File: config.mk
export PLATFORM = sky130hd
export DESIGN_NAME = param_frame_tx_flat
export DESIGN_NICKNAME = d
export VERILOG_FILES = /design/src/rtl/param_frame_tx_pkg.sv /design/src/rtl/param_frame_tx_if.sv /design/src/rtl/param_frame_tx_gap_timer.sv /design/src/rtl/param_frame_tx.sv /design/src/flat_wrapper.sv
export SDC_FILE = /design/constraint.sdc
export NUM_CORES = 1
export LEC_CHECK = 0
export ABC_AREA = 1
export BUFFER_PORTS_ARGS = -buffer_cell sky130_fd_sc_hd__buf_2
export CORE_ASPECT_RATIO = 1.75
export CORE_UTILIZATION = 55
export CTS_BUF_LIST = sky130_fd_sc_hd__clkbuf_8
export CTS_CLUSTER_DIAMETER = 150
export CTS_CLUSTER_SIZE = 16
export DETAILED_ROUTE_END_ITERATION = 8
export GPL_ROUTABILITY_DRIVEN = 0
export PLACE_DENSITY = 0.9
export SYNTH_ARGS = -nofsm -noshare
export SYNTH_HDL_FRONTEND = slang
export SYNTH_SLANG_ARGS = --single-unit
File: constraint.sdc
create_clock -name clk -period 2.7 [get_ports clk]
set_input_delay 0.135 -clock clk [delete_from_list [all_inputs] [get_ports clk]]
set_output_delay 0.135 -clock clk [all_outputs]
set_load 0.005 [all_outputs]
File: src/rtl/param_frame_tx_pkg.sv
// param_frame_tx_pkg: frame layout and FSM encoding shared by the transmit and capture sides of the parameter link
// Exports NWORDS, the SLOT_* word positions (the single definition of the frame order) and the ST_* state codes.
package param_frame_tx_pkg;
  localparam int NWORDS = 6;
  localparam logic [2:0] SLOT_AMP1   = 3'd0;
  localparam logic [2:0] SLOT_AMP2   = 3'd1;
  localparam logic [2:0] SLOT_PHASE1 = 3'd2;
  localparam logic [2:0] SLOT_PHASE2 = 3'd3;
  localparam logic [2:0] SLOT_FRE1   = 3'd4;
  localparam logic [2:0] SLOT_FRE2   = 3'd5;
  localparam logic [1:0] ST_IDLE     = 2'd0;
  localparam logic [1:0] ST_SEND     = 2'd1;
  localparam logic [1:0] ST_GAP_WAIT = 2'd2;
  localparam logic [1:0] ST_FINISH   = 2'd3;
endpackage

File: src/rtl/param_frame_tx_if.sv
// param_frame_tx_if: request, payload and paced word stream of the parameter frame transmitter
// master drives en/start/payload/out_ready and observes data_out/po_flag/idx/busy/done; slave is the transmitter.
interface param_frame_tx_if #(parameter int DW = 16);
  logic en, start, out_ready;
  logic [DW-1:0] amp1, amp2, phase1, phase2, fre1, fre2;
  logic [DW-1:0] data_out;
  logic po_flag, busy, done;
  logic [2:0] idx;
  modport master (
    output en, start, out_ready, amp1, amp2, phase1, phase2, fre1, fre2,
    input data_out, po_flag, idx, busy, done
  );
  modport slave (
    input en, start, out_ready, amp1, amp2, phase1, phase2, fre1, fre2,
    output data_out, po_flag, idx, busy, done
  );
endinterface

File: src/rtl/param_frame_tx_gap_timer.sv
// gap_timer: loadable down-counter that times the idle gap between frame words
// clk/rst_n: clock, async active-low reset; clr: sync clear; load/load_val: start a count; expired: count is zero.
module gap_timer #(parameter int W = 8) (
  input  logic         clk,
  input  logic         rst_n,
  input  logic         clr,
  input  logic         load,
  input  logic [W-1:0] load_val,
  output logic         expired
);
  logic [W-1:0] cnt;
  assign expired = cnt == '0;
  always_ff @(posedge clk or negedge rst_n)
    if (!rst_n) cnt <= '0;
    else cnt <= clr ? '0 : load ? load_val : expired ? cnt : cnt - 1'b1;
endmodule

File: src/rtl/param_frame_tx.sv
// param_frame_tx: snapshots the six-word parameter frame on start and emits it as a paced, back-pressured word stream
// clk/rst_n: clock, async active-low reset; bus (slave): en, start, payload and out_ready in;
// data_out/idx/po_flag word strobe, busy while a frame is in progress, done pulse after the sixth word.
module param_frame_tx import param_frame_tx_pkg::*; #(
  parameter int DW  = 16,
  parameter int GAP = 0
) (
  input logic clk,
  input logic rst_n,
  param_frame_tx_if.slave bus
);
  logic [1:0] state;
  logic [2:0] ptr;
  logic [DW-1:0] shadow [NWORDS];
  logic accept, emit, last, gap_expired;
  assign accept = bus.en && bus.start && state == ST_IDLE;
  assign emit = bus.en && bus.out_ready && state == ST_SEND;
  assign last = ptr == SLOT_FRE2;
  // The timer is loaded with GAP-1 so that GAP_WAIT lasts exactly GAP cycles including the expiring one.
  gap_timer #(.W(8)) u_gap (
    .clk(clk),
    .rst_n(rst_n),
    .clr(!bus.en),
    .load(emit && !last && GAP > 0),
    .load_val(8'(GAP > 0 ? GAP - 1 : 0)),
    .expired(gap_expired)
  );
  always_ff @(posedge clk or negedge rst_n)
    if (!rst_n) begin
      state <= ST_IDLE;
      ptr <= '0;
      shadow <= '{default: '0};
      bus.data_out <= '0;
      bus.idx <= '0;
      bus.po_flag <= 1'b0;
      bus.busy <= 1'b0;
      bus.done <= 1'b0;
    end else if (!bus.en) begin
      state <= ST_IDLE;
      ptr <= '0;
      bus.data_out <= '0;
      bus.idx <= '0;
      bus.po_flag <= 1'b0;
      bus.busy <= 1'b0;
      bus.done <= 1'b0;
    end else begin
      bus.po_flag <= emit;
      bus.done <= state == ST_FINISH;
      // busy spans through the done cycle; a start accepted during done keeps it high.
      bus.busy <= accept ? 1'b1 : bus.done ? 1'b0 : bus.busy;
      if (accept) begin
        shadow[SLOT_AMP1] <= bus.amp1;
        shadow[SLOT_AMP2] <= bus.amp2;
        shadow[SLOT_PHASE1] <= bus.phase1;
        shadow[SLOT_PHASE2] <= bus.phase2;
        shadow[SLOT_FRE1] <= bus.fre1;
        shadow[SLOT_FRE2] <= bus.fre2;
        ptr <= '0;
      end
      if (emit) begin
        bus.data_out <= shadow[ptr];
        bus.idx <= ptr;
        if (!last) ptr <= ptr + 3'd1;
      end
      state <= accept ? ST_SEND :
               emit ? (last ? ST_FINISH : GAP > 0 ? ST_GAP_WAIT : ST_SEND) :
               (state == ST_GAP_WAIT && gap_expired) ? ST_SEND :
               state == ST_FINISH ? ST_IDLE : state;
    end
endmodule

File: src/flat_wrapper.sv
// flat-port wrapper written by rule: the top's interface ports become plain ports
module param_frame_tx_flat import param_frame_tx_pkg::*;
#(
  parameter int DW  = 16,
  parameter int GAP = 0
)
  (clk, rst_n, bus_en, bus_start, bus_out_ready, bus_amp1, bus_amp2, bus_phase1, bus_phase2, bus_fre1, bus_fre2, bus_data_out, bus_po_flag, bus_idx, bus_busy, bus_done);
  param_frame_tx_if #(.DW(DW)) bus_i ();
  input logic clk;
  input logic rst_n;
  input wire logic [$bits(bus_i.en)-1:0] bus_en;
  input wire logic [$bits(bus_i.start)-1:0] bus_start;
  input wire logic [$bits(bus_i.out_ready)-1:0] bus_out_ready;
  input wire logic [$bits(bus_i.amp1)-1:0] bus_amp1;
  input wire logic [$bits(bus_i.amp2)-1:0] bus_amp2;
  input wire logic [$bits(bus_i.phase1)-1:0] bus_phase1;
  input wire logic [$bits(bus_i.phase2)-1:0] bus_phase2;
  input wire logic [$bits(bus_i.fre1)-1:0] bus_fre1;
  input wire logic [$bits(bus_i.fre2)-1:0] bus_fre2;
  output wire logic [$bits(bus_i.data_out)-1:0] bus_data_out;
  output wire logic [$bits(bus_i.po_flag)-1:0] bus_po_flag;
  output wire logic [$bits(bus_i.idx)-1:0] bus_idx;
  output wire logic [$bits(bus_i.busy)-1:0] bus_busy;
  output wire logic [$bits(bus_i.done)-1:0] bus_done;
  assign bus_i.en = bus_en;
  assign bus_i.start = bus_start;
  assign bus_i.out_ready = bus_out_ready;
  assign bus_i.amp1 = bus_amp1;
  assign bus_i.amp2 = bus_amp2;
  assign bus_i.phase1 = bus_phase1;
  assign bus_i.phase2 = bus_phase2;
  assign bus_i.fre1 = bus_fre1;
  assign bus_i.fre2 = bus_fre2;
  assign bus_data_out = bus_i.data_out;
  assign bus_po_flag = bus_i.po_flag;
  assign bus_idx = bus_i.idx;
  assign bus_busy = bus_i.busy;
  assign bus_done = bus_i.done;
  param_frame_tx #(.DW(DW), .GAP(GAP)) u_core (.clk(clk), .rst_n(rst_n), .bus(bus_i));
endmodule
Yosys cells after proc, flatten, opt, wreduce, memory -nomap -nowiden. Index checks and enable logic that the tools add are counted. Widths: inputs -> output; s select.

Reduce and logical (&&, ||, !) cells: 8. Muxes and demuxes: 24. $add $sub $neg: 2. Div/mod/pow operators: 0. Equality and inequality tests: 8. $lt $le $gt $ge: 1. Bitwise gates (word level): 1. Multiply operators: 0. Shifts and indexed selects: 0.

Operators with widths (count): $mux 16 (4); $bmux 16 s3 (1); $mux 3 (6); $mux 8 (2); $mux 2 (6); $logic_not 8->1 (1); $sub 8x1->8 const B (1); $logic_and 1x1->1 (5); $mux 1 (5); $ne 5x1->1 const B (1); $eq 2x2->1 const B (2); $ge 4x4->1 const B (1); $not 3->4 (1); $add 3x1->3 const B (1); $eq 3x3->1 const B (1); $ne 3x1->1 const B (1); $eq 2x1->1 const B (1); $logic_not 2->1 (1); $ne 2x1->1 const B (1); $ne 2x2->1 const B (1); $reduce_and 2->1 (1).

Output and inout bits: 22. Bits in registers: 131. Logic and storage cells: 58. Bits in read-only memories: 0. Input port bits: 101. Latch bits: 0. Bits in writable memories: 0. Memories: 0.

Longest topological paths before layout. Gate-level depths: netlist of the first run.

Depth in word-level cells: 6. Gate-level depth with buffers: 10.

By module. From an unflattened synthesis of the first run, not the netlist that was laid out.

Cells, all modules: 807. Area total of the unflattened synthesis: 6377.4 µm².

By module, submodules not included: param_frame_tx (sequential area each 3078.0 µm², area each 5791.8 µm², cells each 730, instances 1); gap_timer (sequential area each 200.2 µm², area each 585.6 µm², cells each 77, instances 1).

Worst setup path after synthesis of the first run. No wires, ideal clock.

Path type: reg2reg. From: reg u_core.ptr[1]. To: reg u_core.ptr[2]. Data arrival time: 1.240 ns. Cell stages (with the launch flop): 9. Setup slack: 1.325 ns. Path buffers: 2. Data required time: 2.566 ns. Cells stage by stage: dfrtp_1 > buf_4 > inv_2 > buf_4 > ha_1 > nand2_1 > inv_1 > o21ai_0 > o31ai_1.

Cells in the longest elaborated chain, start to end: 4. Elaborated cells on any way between the ends: 5. Classes of those cells: 1 x add/sub; 1 x eq/ne; 3 x mux.

Ends and longest elaborated chain: start: declaration (RTL line param_frame_tx.sv:13) `logic [2:0] ptr;`; start signal: assignment (RTL line param_frame_tx.sv:63) `if (!last) ptr <= ptr + 3'd1;`; $add 3x1->3 or $eq 3x3->1 (tied branches) (RTL line param_frame_tx.sv:63, param_frame_tx.sv:18); $mux 3 * (RTL line param_frame_tx.sv:63); $mux 3 * (RTL line param_frame_tx.sv:60) `if (emit) begin`; $mux 3 * (RTL line param_frame_tx.sv:38) `end else if (!bus.en) begin`.

Every way passes the cells marked *; elsewhere a longest branch is shown, timed or not. A chain may end at the register's enable or synchronous reset.

Worst setup path in the final report of the first run.
From: reg u_core.ptr[1]. To: reg u_core.ptr[0].

Cells in the longest elaborated chain, start to end: 4.

Ends and longest elaborated chain: $eq 3x3->1 (RTL line param_frame_tx.sv:18) `assign last = ptr == SLOT_FRE2;`; $mux 3 (RTL line param_frame_tx.sv:63); $mux 3 (RTL line param_frame_tx.sv:60); $mux 3 (RTL line param_frame_tx.sv:38).

No other way between the ends.

==> results by group, run 1 <==
Run status
  – Status: finished, final reports clean

Global routing
  – Gr ovfl total: 0
  – Initial antenna violation count: 0
  – Largest net degree at the start of global routing: 102
  – GRT Overall Usage: 0.315
  – Vias in the first global route: 6,015
  – First-pass GRT wire length: 29.0 mm

STA
  – TNS Setup: 0 ns
  – Max Freq: 0.510 GHz
  – Setup Viol. Count Final: 0
  – Hold Slack: 0.0609 ns
  – Final worst path period share: 0.727
  – Clock skew: 0.0147 ns
  – Max Transition Viols Final: 0
  – Fin crit period: 1.96 ns
  – Final hold viol count: 0
  – Worst slew pin tran: 0.716 ns
  – RSZ-0062 raised after global routing: false
  – Max transition margin: 0.522

CTS
  – Clock sink count: 131
  – TritonCTS buffer count: 17
  – Htree depth: 4
  – Skew-Pair Late Insertion Delay: 0.45 ns
  – CTS-repair resized insts: 0
  – Clock root buffer: clkbuf_8
  – TritonCTS clock tree: built
  – Setup Fix Bufs, Post-CTS: 0
  – CTS clk-pin slew, worst paths: 0.07 ns
  – Post-CTS Hold Buffers: 97
  – Maximum buffer depth of the clock tree: 2

Final layout
  – Number of fill cells: 776
  – Syn-to-layout area delta: 30.0%
  – Most frequent cells in the layout: 335 x nand2_1, 131 x dfrtp_1, 121 x buf_2
  – Leading cell type in the layout, fill and taps excluded: nand2_1
  – Post-route cell area: 8320 sq um
  – Fin nets: 1,097
  – ANT cells: 0
  – Share of cells above drive strength 1: 0.204

Setup path
  – Crit-path max FO: 20
  – Crit Path Category: flop to flop
  – Worst setup SP type: flop
  – CP endpoint kind: flop
  – Critical Path RT: 3.04 ns
  – Most used cell, CP: nand2_1
  – CP Buf/Inv Count: 1
  – Critical path arrival: 2.30 ns
  – Critical path cell sequence: inv_2 > ha_1 > nand2_1 > nand2_1 > o21ai_0 > nor2_1
  – Critical Path Start: u_core.ptr[1]
  – Reg2Reg Capture Point: u_core.ptr[0]
  – Worst r2r path cells: 6
  – RR Startpoint: u_core.ptr[1]
  – R2r setup slk: 0.74 ns
  – Crit-path leading delay family: flip-flops
  – CP max stage cell: dfrtp_1
  – Critical Path Max Stage Delay: 0.81 ns

Placed design
  – Placed cell area: 6900 sq um
  – IO buf count: 122
  – Final HPWL DP: 11.0 mm

Route
  – Pre-antenna DRT Iters: 5
  – Number of routed nets with antenna violations: 0
  – Final WL: 18.1 mm
  – Vias: 5,880
  – Number of DRC markers in iteration 0: 397
  – DR WL/cell: 15.9 um
  – Via density: 5.17
  – # DRC: 0

Synthesis
  – Register area share after synthesis: 0.512
  – Mux share of post-synthesis cell area: 0
  – Yosys warnings: 0
  – Adder-cell area share of the yosys netlist: 0.00586
  – Synth Area in XOR/XNOR: 0.00547
  – Cells after synthesis: 789
  – Mapped Avg Cell Area: 8.11 sq um
  – Post-Syn Area: 6400 sq um
  – Syn Nets: 893
  – Netlist cell types: 34
  – Dominant combinational cell family by area after synthesis: simple AND/OR/NAND/NOR gates
  – Simple-gate area share of the yosys netlist: 0.273
  – Synth Area in Compound Gates: 0.0924
  – Flops & latches, synth: 131

Floorplanning
  – CORE AREA: 11,200 sq um
  – Num rows: 51
  – Ports: 123
  – Initial Util: 0.570
  – Chip Width: 83.6 um
  – Die Y: 145 um
  – Die area: 12,100 sq um

Hold path
  – Hold path cells: 3
  – Min-delay src: bus_en
  – Worst Hold Class: primary input to flop
  – Hold Path End: u_core.state[0]

Pwr
  – Leakage power: 4.50 nW
  – Max VDD drop: 0.493 mV
  – PwrDens: 675 nW/um^2

Flow run
  – Maxcap violations: 0
==> through the flow <==
stage          total power [mW]  instances  setup WS, ns  utilization
4_1_cts                    5.58       1138         0.801        0.741
3_5_place_dp               3.64       1009         0.810        0.615
6_report                   5.61       1138         0.738        0.741
2_1_floorplan              3.30        789          1.33            -
5_1_grt                    5.90       1138         0.592        0.741
3_3_place_gp               3.58       1009         0.847        0.615
==> metal layers <==
| metal | vias to the layer above | share of wire | wire length (um) | global-route usage |
|---|---|---|---|---|
| li1 | 2835 | - | - | - |
| met1 | 2738 | 0.38 | 6890 | 0.350 |
| met2 | 234 | 0.51 | 9220 | 0.549 |
| met3 | 73 | 0.047 | 846 | 0.0528 |
| met4 | 0 | 0.063 | 1150 | 0.221 |
| met5 | - | 0 | 0 | 0 |
==> sequential cells by signal, summed over array words and instances (netlist names) <==
signal	cells
u_core.bus.data_out	16
u_core.bus.po_flag	1
u_core.u_gap.cnt	8
u_core.bus.done	1
u_core.bus.idx	3
u_core.bus.busy	1
u_core.ptr	3
u_core.state	2
u_core.shadow	96
==> kinds of logic after synthesis <==
| kind of cell | after synthesis |
|---|---|
| AO/OA/AOI/OAI | 95 |
| buffers and inverters | 132 |
| XOR/XNOR | 4 |
| adder cells (fa/ha/maj) | 3 |
| flip-flops | 131 |
| AND/OR/NAND/NOR | 424 |
==> cell usage after synthesis <==
master    instances  area, sq um
clkbuf_1          2         7.51
o21bai_1          1         7.51
buf_1             1         3.75
nand3_1          41          205
nor2_1           15         56.3
o31ai_1           1         7.51
nand4_2           1         12.5
o21ai_0           7         35.0
or2_1             6         37.5
nor4_1            1         6.26
buf_8             6         90.1
xnor2_1           1         8.76
buf_2            13         65.1
nand2_4           1         11.3
buf_6            12          135
nand3b_1          1         7.51
buf_12            1         20.0
nor2_4            2         22.5
inv_4             2         12.5
nor3_1            4         20.0
a21oi_1           1         5.00
dfrtp_1         131         3280
nor3_2            1         10.0
inv_2             4         15.0
o211ai_1         16          120
o21ai_2          19          166
xor2_1            3         26.3
buf_4             6         45.0
inv_1            85          319
nand2_2          11         68.8
ha_1              3         37.5
or2_2             5         31.3
nand2_1         335         1260
o21ai_1          50          250
==> worst max path at each step <==
stage / endpoint / slack, ns / depth (start not counted)
CTS: u_core.ptr[0] / 0.80 / 6
global route: u_core.ptr[0] / 0.59 / 6
detailed placement: u_core.ptr[0] / 0.81 / 6
finish: u_core.ptr[0] / 0.74 / 6
floorplan: u_core.ptr[2] / 1.33 / 8
global placement: u_core.ptr[0] / 0.85 / 6
==> layout make-up <==
cell class | instances | area, sq um | share of cell area
multi-input cells | 526 | 2410 | 0.290
repair buffers | 226 | 1670 | 0.201
flip-flops and latches | 131 | 3280 | 0.394
clock inverters | 11 | 158 | 0.0189
clock buffers | 21 | 289 | 0.0347
inverters | 91 | 347 | 0.0416
well taps | 132 | 165 | 0.0198
==> worst min-delay path, cell delays in order <==
cell and delay (ns):
buf_2 0.19, nand2_1 0.09, nand2_1 0.05
==> where the power goes <==
part	switching, mW	internal (mW)
clock network	0.761	1.09
logic	0.779	0.530
registers	0.156	2.30
(Power assumes the default switching activity.)
==> run 2, diff against run 1 <==
==> constraint.sdc (replaced) <==
create_clock -name clk -period 1.9 [get_ports clk]
set_input_delay 0.095 -clock clk [delete_from_list [all_inputs] [get_ports clk]]
set_output_delay 0.095 -clock clk [all_outputs]
set_load 0.005 [all_outputs]
==> results by group, run 2 (same netlist as run 1, synthesis figures left out) <==
Run status
  – Status: finished, final reports clean

Global routing
  – GRT Overall Usage: 0.332
  – Vias in the first global route: 6,095
  – First-pass GRT wire length: 30.4 mm
  – Gr ovfl total: 0
  – Initial antenna violation count: 0
  – Largest net degree at the start of global routing: 79

Placed design
  – Placed cell area: 6960 sq um
  – Final HPWL DP: 12.1 mm
  – IO buf count: 122

STA
  – Clock skew: 0.00872 ns
  – Fin crit period: 1.57 ns
  – Max Freq: 0.637 GHz
  – Setup Viol. Count Final: 0
  – Worst slew pin tran: 0.504 ns
  – Final hold viol count: 0
  – Max transition margin: 0.664
  – TNS Setup: 0 ns
  – RSZ-0062 raised after global routing: false
  – Hold Slack: 0.0331 ns
  – Final worst path period share: 0.826
  – Max Transition Viols Final: 0

CTS
  – Maximum buffer depth of the clock tree: 2
  – TritonCTS buffer count: 17
  – Clock root buffer: clkbuf_8
  – Htree depth: 4
  – Clock sink count: 131
  – Skew-Pair Late Insertion Delay: 0.45 ns
  – CTS clk-pin slew, worst paths: 0.08 ns
  – CTS-repair resized insts: 0
  – TritonCTS clock tree: built

Setup path
  – Critical path cell sequence: nor2_1 > nand2_4 > buf_4 > nand2_1 > nor2_1 > nand3_1 > nand2_1
  – Crit-path max FO: 30
  – Worst setup SP type: flop
  – Crit Path Category: flop to flop
  – Critical Path Max Stage Delay: 0.46 ns
  – Reg2Reg Capture Point: u_core.state[1]
  – CP max stage cell: dfrtp_1
  – Worst r2r path cells: 7
  – CP endpoint kind: flop
  – RR Startpoint: u_core.state[0]
  – Critical path arrival: 1.95 ns
  – R2r setup slk: 0.33 ns
  – Critical Path RT: 2.28 ns

Route
  – Final WL: 19.3 mm
  – Vias: 6,154
  – Pre-antenna DRT Iters: 6
  – Via density: 5.38
  – # DRC: 0
  – Number of routed nets with antenna violations: 0
  – DR WL/cell: 16.8 um
  – Number of DRC markers in iteration 0: 644

Hold path
  – Worst Hold Class: primary input to flop
  – Hold path cells: 3
  – Min-delay src: bus_out_ready
  – Hold Path End: u_core.bus.idx[2]

Floorplanning
  – Chip Width: 83.6 um
  – Ports: 123
  – Initial Util: 0.570
  – Num rows: 51
  – Die area: 12,100 sq um
  – Die Y: 145 um
  – CORE AREA: 11,200 sq um

Final layout
  – ANT cells: 0
  – Syn-to-layout area delta: 30.4%
  – Fin util: 0.744
  – Largest regs: u_core.shadow x96, u_core.bus.data_out x16, u_core.u_gap.cnt x8
  – Fin nets: 1,102
  – Number of fill cells: 760
  – Max reg flops: 96
  – Most frequent cells in the layout: 335 x nand2_1, 131 x dfrtp_1, 121 x buf_2
  – Leading cell type in the layout, fill and taps excluded: nand2_1
  – Post-route cell area: 8350 sq um
  – Share of cells above drive strength 1: 0.208
  – Biggest register: u_core.shadow

Pwr
  – Max VDD drop: 1.20 mV
  – Pwr Total: 7.86 mW
  – PwrDens: 941 nW/um^2
  – Leakage power: 4.50 nW

Flow run
  – Maxcap violations: 0
==> run 2: per-layer routing <==
layer  wire [um]  track usage
met2        9990        0.576
met5           0            0
met3        1310       0.0562
met1        6620        0.373
met4        1340        0.227
==> run 2: how the worst max path moves through the flow <==
stage | startpoint | end | slack (ns) | cells past startpoint
final | u_core.state[0] | u_core.state[1] | 0.33 | 7
after global placement | u_core.u_gap.cnt[0] | u_core.u_gap.cnt[1] | 0.45 | 7
after floorplan | u_core.ptr[1] | u_core.ptr[2] | 0.53 | 8
after global routing | u_core.u_gap.cnt[0] | u_core.u_gap.cnt[0] | 0.22 | 7
after CTS | u_core.state[0] | u_core.state[1] | 0.37 | 7
after detailed placement | u_core.u_gap.cnt[0] | u_core.u_gap.cnt[1] | 0.39 | 7
==> run 2: final cells by class <==
| cell class | instances | area (sq um) | share of cell area |
|---|---|---|---|
| flip-flops and latches | 131 | 3280 | 0.393 |
| inverters | 91 | 347 | 0.0415 |
| clock buffers | 18 | 248 | 0.0297 |
| clock inverters | 14 | 164 | 0.0196 |
| multi-input cells | 526 | 2410 | 0.289 |
| repair buffers | 231 | 1740 | 0.208 |
| well taps | 132 | 165 | 0.0198 |
==> run 2: report_power, final <==
group          leakage [nW]  switching (mW)  internal (mW)
clock network         0.198            1.13           1.32
registers              1.66           0.243           3.26
logic                  2.64            1.14          0.763
total                  4.50            2.52           5.34
==> run 2: critical path, delay by kind of cell, from the launching register on <==
kind,cells,cell delay [ns]
simple gates,6,0.73
flops,1,0.46
buf+inv,1,0.31
==> run 2: metrics by stage <==
stage                     std cells  setup WS, ns
after floorplan                 789         0.525
after global placement         1013         0.448
after detailed placement       1013         0.385
after CTS                      1143         0.368
after global routing           1143         0.215
final                          1143         0.331
==> run 2: repair_timing <==
action	CTS	global route
endpoints found under the hold margin	132	0
hold buffers	98	0
setup buffers	0	0
